### src/rtl/alu_control_seq.sv
// ALU control decoder with valid/ready handshakes and multi-cycle op timing.
// Ports: clk, rst_n (sync, active-low); in_valid/in_ready, alu_op, opcode
// (request side); out_valid/out_ready, alu_cnt, multi, illegal (result
// side); err_clr, err_count (saturating count of accepted illegal requests).
module alu_control_seq #(
    parameter int AOP_W = 2,
    parameter int OPC_W = 4,
    parameter int CNT_W = 3,
    parameter logic [(1<<CNT_W)-1:0] MULTI_MASK = 8'b1100_0000,
    parameter int MULTI_LAT = 4,
    parameter int ERR_W = 8
) (
    input  logic             clk,
    input  logic             rst_n,
    input  logic             in_valid,
    output logic             in_ready,
    input  logic [AOP_W-1:0] alu_op,
    input  logic [OPC_W-1:0] opcode,
    output logic             out_valid,
    input  logic             out_ready,
    output logic [CNT_W-1:0] alu_cnt,
    output logic             multi,
    output logic             illegal,
    input  logic             err_clr,
    output logic [ERR_W-1:0] err_count
);

    localparam int WC_W = 4;
    localparam logic [WC_W-1:0] WC_LOAD = WC_W'(MULTI_LAT - 2);

    typedef enum logic [1:0] {
        S_IDLE,
        S_WAIT,
        S_HOLD
    } state_e;

    state_e           state_q, state_d;
    logic [WC_W-1:0]  wcnt_q, wcnt_d;
    logic [CNT_W-1:0] cnt_q, cnt_d;
    logic             multi_q, multi_d;
    logic             ill_q, ill_d;
    logic [ERR_W-1:0] err_q, err_d;

    logic [CNT_W-1:0] dec_cnt;
    logic             dec_ill;
    logic             dec_multi;
    logic             aop_rr, aop_ld, aop_br;
    logic             opc_hi_zero;
    logic             xfer_in;
    logic             xfer_out;

    // Register-register ops need the upper opcode bits clear to be legal.
    assign opc_hi_zero = ((opcode >> 4) == '0);
    assign aop_ld = (alu_op == AOP_W'(2));
    assign aop_br = (alu_op == AOP_W'(1));
    assign aop_rr = (alu_op == '0) && opc_hi_zero;

    always_comb begin
        dec_cnt = '0;
        dec_ill = 1'b0;
        unique case (1'b1)
            aop_ld: dec_cnt = CNT_W'(3'd0);
            aop_br: dec_cnt = CNT_W'(3'd1);
            aop_rr: begin
                unique case (opcode[3:0])
                    4'd3:    dec_cnt = CNT_W'(3'd0);
                    4'd4:    dec_cnt = CNT_W'(3'd1);
                    4'd5:    dec_cnt = CNT_W'(3'd3);
                    4'd6:    dec_cnt = CNT_W'(3'd4);
                    4'd7:    dec_cnt = CNT_W'(3'd5);
                    4'd8:    dec_cnt = CNT_W'(3'd6);
                    4'd9:    dec_cnt = CNT_W'(3'd7);
                    4'd13:   dec_cnt = CNT_W'(3'd1);
                    default: dec_ill = 1'b1;
                endcase
            end
            default: dec_ill = 1'b1;
        endcase
    end

    assign dec_multi = !dec_ill && MULTI_MASK[dec_cnt];

    assign in_ready  = (state_q == S_IDLE) ||
                       ((state_q == S_HOLD) && out_ready);
    assign out_valid = (state_q == S_HOLD);
    assign xfer_in   = in_valid && in_ready;
    assign xfer_out  = out_valid && out_ready;

    always_comb begin
        state_d = state_q;
        wcnt_d  = wcnt_q;
        cnt_d   = cnt_q;
        multi_d = multi_q;
        ill_d   = ill_q;
        err_d   = err_q;

        unique case (state_q)
            S_IDLE: ;
            S_WAIT: begin
                // Leave WAIT on the edge where the counter already reads 0.
                if (wcnt_q == '0) begin
                    state_d = S_HOLD;
                end else begin
                    wcnt_d = wcnt_q - 1'b1;
                end
            end
            S_HOLD: begin
                if (xfer_out) begin
                    state_d = S_IDLE;
                end
            end
            default: state_d = S_IDLE;
        endcase

        // A new acceptance overrides the HOLD->IDLE move (back-to-back).
        if (xfer_in) begin
            cnt_d   = dec_cnt;
            multi_d = dec_multi;
            ill_d   = dec_ill;
            if (dec_multi) begin
                state_d = S_WAIT;
                wcnt_d  = WC_LOAD;
            end else begin
                state_d = S_HOLD;
            end
        end

        if (err_clr) begin
            err_d = '0;
        end else if (xfer_in && dec_ill && !(&err_q)) begin
            err_d = err_q + 1'b1;
        end
    end

    always_ff @(posedge clk) begin
        if (!rst_n) begin
            state_q <= S_IDLE;
            wcnt_q  <= '0;
            cnt_q   <= '0;
            multi_q <= 1'b0;
            ill_q   <= 1'b0;
            err_q   <= '0;
        end else begin
            state_q <= state_d;
            wcnt_q  <= wcnt_d;
            cnt_q   <= cnt_d;
            multi_q <= multi_d;
            ill_q   <= ill_d;
            err_q   <= err_d;
        end
    end

    assign alu_cnt   = cnt_q;
    assign multi     = multi_q;
    assign illegal   = ill_q;
    assign err_count = err_q;

endmodule

### config.mk
export PLATFORM = sky130hd
export DESIGN_NAME = alu_control_seq
export DESIGN_NICKNAME = d
export VERILOG_FILES = /design/src/rtl/alu_control_seq.sv
export SDC_FILE = /design/constraint.sdc
export NUM_CORES = 1
export LEC_CHECK = 0
export CAP_MARGIN = 20
export CORE_MARGIN = 2
export CORE_UTILIZATION = 51
export CTS_CLUSTER_SIZE = 30
export DETAILED_ROUTE_END_ITERATION = 10
export PLACE_DENSITY = 0.93
export SLEW_MARGIN = 0
export SYNTH_ARGS = -nofsm -noshare
export SYNTH_HDL_FRONTEND = slang
export SYNTH_SLANG_ARGS = --single-unit
### constraint.sdc
create_clock -name clk -period 2.8 [get_ports clk]
set_clock_uncertainty 0.2 [all_clocks]
set_input_delay 0.42 -clock clk [delete_from_list [all_inputs] [get_ports clk]]
set_output_delay 0.42 -clock clk [all_outputs]
set_load 0.02 [all_outputs]
==> impl_summary.md <==
Global routing
The number of global-route vias before repair is 909. For this run, the total global-route usage over all layers was measured as 0.201. The largest net degree at the start of global routing is 15. After global routing the overflow that remains totals 0. The first-pass GRT wire length is 3.84 mm. The number of antenna violations at the first check in global routing came to 0.

Die
The floorplan step set the die width to 49.3 microns. From bottom edge to top edge, the die measures 49.3 microns. The initial core utilization is 0.538. The overall die area is 2430 sq um.

During I/O placement, the number of pins put on the boundary was 26. The region available for standard cell placement spans 1940 sq um. After floorplanning, the core was divided into 16 placement rows.

Yosys
Of all cell types, the one taking the most synthesized area is sky130_fd_sc_hd__dfxtp_1. The number of enable-type register cells in the synthesized netlist is 0. The synthesized netlist net count is 137.

The count of mapped cells out of synthesis is 122. The sequential share of the synthesized area is 0.364. By area the synthesized netlist is led by sky130_fd_sc_hd__dfxtp_1 36%, sky130_fd_sc_hd__a21oi_1 6.2%, sky130_fd_sc_hd__o21ai_0 5.7%. After synthesis, the netlist uses 36 different library cells.

The Yosys step of the flow raised 0 warnings. The commonest cells after synthesis are 19 x sky130_fd_sc_hd__dfxtp_1, 13 x sky130_fd_sc_hd__a21oi_1, 12 x sky130_fd_sc_hd__o21ai_0. The post-synth design cell area is 1040 sq um.

The most repeated cell in the gate-level netlist after synthesis is sky130_fd_sc_hd__dfxtp_1. For this run, the leading register cell type out of synthesis is sky130_fd_sc_hd__dfxtp_1. The share of flip-flops with an asynchronous set or reset after synthesis is 0.

The average cell area after synthesis is 8.56 sq um. The number of flip-flops and latches in the synthesized netlist is 19. The share of synthesized area in the top cell type comes to 0.364.

Worst setup path
The number of cells on the worst reg-to-reg path is 6. The worst register-to-register path ends at err_count[7]$_SDFFE_PP0P_. The worst setup path is captured at a primary output.

In this run the worst setup path terminates at in_ready. The data arrival time of the critical path is 1.86 ns. The setup slack of the worst register-to-register path is 0.82 ns.

The type of the setup path with the least slack is input pin to primary output. The delay of the slowest cell on the worst path is 0.62 ns. For this design, the slowest cell found on the critical path is sky130_fd_sc_hd__clkdlybuf4s50_1.

In this run the worst path has a maximum fanout of 5. Walking the worst path, the cells encountered are clkdlybuf4s50_1 > nand2b_1 > nor2b_1 > clkdlybuf4s50_1. The most common cell type on the critical path is sky130_fd_sc_hd__clkdlybuf4s50_1. The critical path starts at out_ready. The startpoint class of the critical path is an input pin.

The required time of the critical path is 2.18 ns. The startpoint of the worst-slack reg-to-reg timing path is err_count[0]$_SDFFE_PP0P_.

Place
Routability-driven placement finished with a final weighted congestion of 0.838. The number of I/O port buffers is 25. The HPWL after detailed placement is 1.74 mm.

In this run, placement finished with an instance count of 170.

Clock tree
The number of H-tree branching levels is 1. Clock-pin slew was measured on the worst setup and hold paths at 0.10 ns. The number of clock sinks is 19. No sink is reached through more buffers than the 2 on the longest clock path. The number of buffers added by the clock tree synthesis step is 3.

Buffers added to address setup during post-CTS repair amount to 0. The TritonCTS clock tree is built. The hold buffer count at CTS is 0. The insertion delay to the later sink of the worst-skew pair is 0.29 ns.

The number of gates resized after CTS is 0. The tree is rooted in a sky130_fd_sc_hd__clkbuf_4.

Final layout
In the final layout, the share of cells above drive strength 1 is 0.0680. The final net count is 163. The final-layout fill cell count is 171. The number of antenna diodes in the final layout is 0. The final non-filler cell total is 174. The share of the core filled with cells is 0.682. The area growth from synthesis to layout is 26.8%.

STA
Timing would allow up to 0.404 GHz. The number of endpoints with negative hold slack in the final report is 0. The actual slew at the worst max-slew pin is 0.362 ns. The final setup TNS is 0 ns. Counting I/O delays and the setup requirement, the final critical path takes 2.48 ns. Of the available clock period, the critical path in the final layout requires 0.884. Setup violations remaining at the end of the flow were counted as 0. The tightest hold path in the finished design has a slack of 0.281 ns. Setup repair after global routing left no endpoint under its margin. The max-slew violation count was 0. Headroom to the max-slew limit came out at 0.759.

Power and ir drop
Power comes to 0.000510 W. The analysis attributes to cell leakage a power of 0.477 nW. VDD sags by at most 335 uV. The ratio of total power to cell area is 385 nW/um^2.

Worst hold path
The tightest min-delay check is of the flop to flop type.

Detailed routing
In the final routed layout, each cell accounts on average for 13.2 microns. The detailed-routing iteration count for the pre-antenna-repair pass is 4. The routed design has 2.30 mm of wire.

In this run the remaining antenna-violating nets after routing total 0. Across all layers, the routed design uses 973 vias. For this run, design rule violations remaining after detail routing come to 0.

The number of vias per cell after detailed routing is 5.59. The initial detailed-routing violation count is 23.

Run status
The run finished with clean final reports.

Flow run
The reported max-cap violation count is 0.
worst max-delay path: cells and delay by family:
family        cells  cell delay [ns]
simple gates      2             0.36
buf+inv           2             1.08
flip-flops by register name, indices dropped and copies added, names as in the netlist:
register,cells
wcnt_q,4
alu_cnt,3
multi,1
err_count,8
state_q,2
illegal,1
metal layers:
metal | GRT usage | routed length (microns)
met1 | 0.233 | 936
met2 | 0.378 | 1230
met3 | 0.0276 | 102
met4 | 0.0571 | 31
met5 | 0 | 0
cell families after synthesis:
kind of cell | count (synthesis) | share of synthesized area
buffers and inverters | 12 | 0.0575
AND/OR/NAND/NOR | 46 | 0.271
XOR/XNOR | 2 | 0.0168
adder cells (fa/ha/maj) | 4 | 0.0479
AO/OA/AOI/OAI | 36 | 0.213
flip-flops | 19 | 0.364
multiplexers | 3 | 0.0299
stage by stage:
step                area, sq um  worst slack (ns)
floorplan                  1040             0.808
global placement           1300             0.240
detailed placement         1300             0.156
CTS                        1330             0.298
global route               1330             0.210
finish                     1330             0.324
layout make-up:
class                           instances  area [sq um]  share of cell area
Tap cell                               27          33.8              0.0255
Multi-Input combinational cell         91           604               0.456
Inverter                                8          30.0              0.0227
Timing Repair Buffer                   25           250               0.189
Clock buffer                            4          26.3              0.0198
Sequential cell                        19           380               0.287
how the worst min path moves through the flow:
stage                               startpoint                   end  slack, ns  depth (start not counted)
final                       multi$_SDFFE_PN0P_    multi$_SDFFE_PN0P_       0.28                          2
after detailed placement    multi$_SDFFE_PN0P_    multi$_SDFFE_PN0P_       0.28                          2
after global placement      multi$_SDFFE_PN0P_    multi$_SDFFE_PN0P_       0.26                          2
after CTS                   multi$_SDFFE_PN0P_    multi$_SDFFE_PN0P_       0.29                          2
after global routing      illegal$_SDFFE_PN0P_  illegal$_SDFFE_PN0P_       0.31                          2
after floorplan           wcnt_q[0]$_SDFF_PN0_  wcnt_q[0]$_SDFF_PN0_       0.30                          2
power by group:
group          internal [W]  switching (W)
Sequential         0.000276     0.00000487
Combinational     0.0000456      0.0000461
Clock             0.0000554      0.0000819
layout by cell type, fill, tap and decap left out, types with 5 or more instances in the layout:
cell	count
sky130_fd_sc_hd__a21oi_1	13
sky130_fd_sc_hd__nor2b_1	6
sky130_fd_sc_hd__nand2_1	6
sky130_fd_sc_hd__dfxtp_1	19
sky130_fd_sc_hd__o21ai_0	12
sky130_fd_sc_hd__nor2_1	6
sky130_fd_sc_hd__nand2b_1	5
sky130_fd_sc_hd__clkdlybuf4s50_1	25
sky130_fd_sc_hd__inv_1	8
Power figures use the tool's default switching activity.
==> edit 1 (same flow settings) <==
`OPC_W`: 4 -> 6.
--- a/src/rtl/alu_control_seq.sv
+++ b/src/rtl/alu_control_seq.sv
@@ -4,7 +4,7 @@
 // side); err_clr, err_count (saturating count of accepted illegal requests).
 module alu_control_seq #(
     parameter int AOP_W = 2,
-    parameter int OPC_W = 4,
+    parameter int OPC_W = 6,
     parameter int CNT_W = 3,
     parameter logic [(1<<CNT_W)-1:0] MULTI_MASK = 8'b1100_0000,
     parameter int MULTI_LAT = 4,
Ports: changed (resized opcode); port bits go from 26 to 28. No check against the original RTL was run, so the function may have changed too.
==> edit 1 against the unedited design <==
First-iteration DRC count unchanged; non-clock buffer count increased by 9; worst setup slack got worse by 160 ps; clock power increased by 4%; count of clock-buffer cells in the layout unchanged; area after synthesis increased by 0.84%; synthesized cell count increased by 1.6%; die area increased by 0.77%; sequential cell count unchanged; global-route usage increased by 1.4 points; total power decreased by 0.20%; cell area increased by 7.6%; sequential power decreased by 1%; routed wire length increased by 10%; critical endpoint is now err_count[7]; largest power group unchanged.
==> edit 1: results <==
[layout]
insertedDiodeCount = 0
largest_reg_flops = 8
nNetsFinal = 177
drive_gt1_share_pct = 10.7

[detailed_routing]
routed_wl_mm = 2.54
viasPerCell = 5.69
drtPass1Iterations = 5
drt_iter0_markers = 23
routedWlPerCell_um = 13.6

[synthesis]
synth_fp_nets = 141
synthMuxAreaShare_pct = 1.90
synthArstFlopShare_pct = 0
synthCells = 124
yosys_warnings = 0
ys_types = 36
synth_area_leaders = "dfxtp_1 (36%), a21oi_1 (6.7%), nor2b_1 (5.3%)"
seq_area_frac_synth_pct = 36.1
yosys-top-cells-count = "dfxtp_1 (19), a21oi_1 (14), nor2_1 (11)"
synth-adder-area-share_pct = 4.75
synth-compound-area-share_pct = 18.4
synth-main-ff-cell = "dfxtp_1"
synth_xor_area_share_pct = 2.49

[grt]
antenna_found_initial = 0
grt_usage_pct = 21.5
grt_pass1_vias = 1030
grt_pass1_wl_mm = 4.15
grt_max_degree = 12

[placement]
placed_cell_area_mm2 = 0.00140
place_hpwl_mm = 2.01
place_congestion = 0.789
port_buffers = 27
pre_cts_ws_ps = -199

[worst_setup_path]
crit_arrival_ps = 2670
cp_max_fo = 3
crit_family = "simple AND/OR/NAND/NOR gates"
critical-path-slowest-cell = "or4_1"
max_stage_delay_ps = 450

[clocking]
cts_buffer_depth = 2
root_buffer = "clkbuf_4"
path_clk_slew_ps = 110
clock_latency_ps = 300
htreeDepth = 1
cts_setup_buffers = 0
cts_resized = 0

[power]
irDropWorstVdd_mv = 0.269
cellLeakagePower_nw = 0.518
swShare_pct = 25.8

[worst_hold_path]
hold_path.class = "flip-flop to flip-flop"

[run_status]
outcome = "finished, final reports clean"

[timing]
relSlewSlack_pct = 70.7
## edit 1: metal layers
metal  vias up  wire length (µm)  track usage, %
met5         -                 0               0
met4         0                49            10.2
met3         4               146            2.73
met2        45              1340            42.1
met1       494               998            22.3
li1        516                 -               -
## edit 1: area by class of cell
cell class | instances | area [µm²]
inverters | 7 | 26.3
multi-input cells | 95 | 636
repair buffers | 34 | 323
clock buffers | 4 | 26.3
well taps | 27 | 33.8
flip-flops and latches | 19 | 380
fillers | 156 | 537
## edit 1: per-stage QoR
| stage | hold slack [ps] | util, % |
|---|---|---|
| 6_report | 341 | 72.6 |
| 5_1_grt | 363 | 72.6 |
| 4_1_cts | 329 | 72.6 |
| 3_5_place_dp | 313 | 71.3 |
| 3_3_place_gp | 283 | 71.3 |
| 2_1_floorplan | 301 | - |
## edit 1: power by group through the flow
stage	Clock [mW]	Combinational (mW)	Sequential, mW
floorplan	0	0.0415	0.287
global placement	0	0.0869	0.283
detailed placement	0	0.0900	0.283
CTS	0.141	0.0905	0.277
global route	0.150	0.0974	0.278
finish	0.142	0.0900	0.277
## edit 1: path summary, 6_finish.rpt
| check | start | to | slack (ps) | cells past startpoint |
|---|---|---|---|---|
| worst max-delay path | alu_op[0] | err_count[7] | 170 | 8 |
| worst min-delay path | multi | multi | 340 | 2 |
| worst max register to register | state_q[1] | err_count[7] | 730 | 5 |
| worst min register to register | multi | multi | 340 | 2 |
## edit 1: worst min-delay path, delay by kind of cell (launching register included)
kind / cells / cell delay (ps)
DFF: 1 / 350
and+or+nand+nor: 1 / 90
AOI/OAI and AO/OA: 1 / 70
==> edit 2 (config.mk and constraints unchanged) <==
Without the edit above. Re-encode `state_e` (3 states) as one-hot, 3 bits wide.
--- a/src/rtl/alu_control_seq.sv
+++ b/src/rtl/alu_control_seq.sv
@@ -28,10 +28,10 @@
     localparam int WC_W = 4;
     localparam logic [WC_W-1:0] WC_LOAD = WC_W'(MULTI_LAT - 2);
 
-    typedef enum logic [1:0] {
-        S_IDLE,
-        S_WAIT,
-        S_HOLD
+    typedef enum logic [2:0] {
+        S_IDLE = 3'b001,
+        S_WAIT = 3'b010,
+        S_HOLD = 3'b100
     } state_e;
 
     state_e           state_q, state_d;
Behaviour: same outputs for any inputs over 10 cycles, from zero or initial values and one cycle with rst_n low; not proved beyond that.
==> edit 2 against the unedited design <==
Sequential cell count rose by 1; total power rose by 9.4%; cell count rose by 6.9%; count of clock-buffer cells in the layout did not move; critical path depth rose by 4; utilization rose by 2.2 points; worst setup slack got worse by 83 ps; maximum frequency fell by 3.2%; cell area rose by 4.3%; routed wire length rose by 9.1%; area after synthesis rose by 1.7%; critical path type is now input port to flip-flop; largest power group unchanged.
==> edit 2: results <==
[detailed_routing]
viasPerCell = 5.68
drt_iter0_markers = 18
routedWlPerCell_um = 13.5

[worst_hold_path]
hold_path.class = "flip-flop to flip-flop"
whs_endpoint = "alu_cnt[2]"
hp-start = "alu_cnt[2]"

[layout]
drive_gt1_share_pct = 5.03
stdcell_count = 186
insertedDiodeCount = 0

[grt]
antenna_found_initial = 0
grt_max_degree = 14
grt_usage_pct = 22.0
grt_pass1_vias = 974
grt_pass1_wl_mm = 4.17

[worst_setup_path]
r2r_start = "err_count[0]"
rr_worst_depth = 5
crit_arrival_ps = 2600
r2r_slack_ps = 650
rr_endpoint = "err_count[5]"
cp_max_fo = 13

[placement]
dp_cells = 182
pre_cts_ws_ps = -43.8
placed_cell_area_mm2 = 0.00135
place_hpwl_mm = 1.85
place_congestion = 0.812

[timing]
tightest_slew_ps = 522
hold_slack_ps = 276
final.period_utilization_pct = 91.4

[synthesis]
synth_fp_nets = 145
yosys-top-cells-count = "dfxtp_1 (20), a21oi_1 (15), o21ai_0 (10)"
synthArstFlopShare_pct = 0
seq_area_frac_synth_pct = 37.7
synth_area_leaders = "dfxtp_1 (38%), a21oi_1 (7.1%), nor2b_1 (5.3%)"
ys_types = 35
syn_area_per_cell_um2 = 8.17

[clocking]
cts_buffer_depth = 2
cts_resized = 0

[run_status]
outcome = "finished, final reports clean"

[power]
cellLeakagePower_nw = 0.481
irDropWorstVdd_mv = 0.296
edit 2: worst max path at each step:
stage	from	endpoint	depth (start not counted)
6_report	alu_op[0]	err_count[5]	8
5_1_grt	alu_op[0]	err_count[5]	8
4_1_cts	alu_op[0]	err_count[5]	8
3_5_place_dp	alu_op[0]	err_count[5]	8
3_3_place_gp	alu_op[0]	err_count[5]	8
2_1_floorplan	alu_op[0]	err_count[2]	8
edit 2: cell type report:
class,count,area (µm²)
Multi-Input combinational cell,102,624
Fill cell,168,579
Sequential cell,20,400
Timing Repair Buffer,27,265
Clock buffer,4,36.3
Tap cell,27,33.8
Inverter,6,22.5
edit 2: cells by family (layout without fill, tap and decap cells):
| logic type | Yosys count | after routing | synth area share, % |
|---|---|---|---|
| AND/OR/NAND/NOR | 57 | 57 | 30.3 |
| AO/OA/AOI/OAI | 39 | 39 | 22.1 |
| flip-flops | 20 | 20 | 37.7 |
| buffers and inverters | 8 | 37 | 3.53 |
| adder cells (fa/ha/maj) | 4 | 4 | 4.71 |
| XOR/XNOR | 2 | 2 | 1.65 |
edit 2: metal layers:
layer | global-route usage [%] | routed length [µm] | vias up
met5 | 0 | 0 | -
met2 | 36.7 | 1220 | 34
li1 | - | - | 528
met3 | 4.24 | 116 | 5
met1 | 26.7 | 1140 | 489
met4 | 11.1 | 36 | 0
edit 2: power by group:
part,switching (mW),total [mW],internal [mW]
sequential,0.00555,0.296,0.291
combinational,0.0493,0.0947,0.0454
clock,0.0877,0.167,0.0794
edit 2: critical path: stages:
cell             delay (ps)
clkdlybuf4s50_1         500
inv_1                    60
ha_1                    290
nor2b_1                 150
a41o_1                  210
or3_4                   400
or4_1                   420
a21oi_1                 150
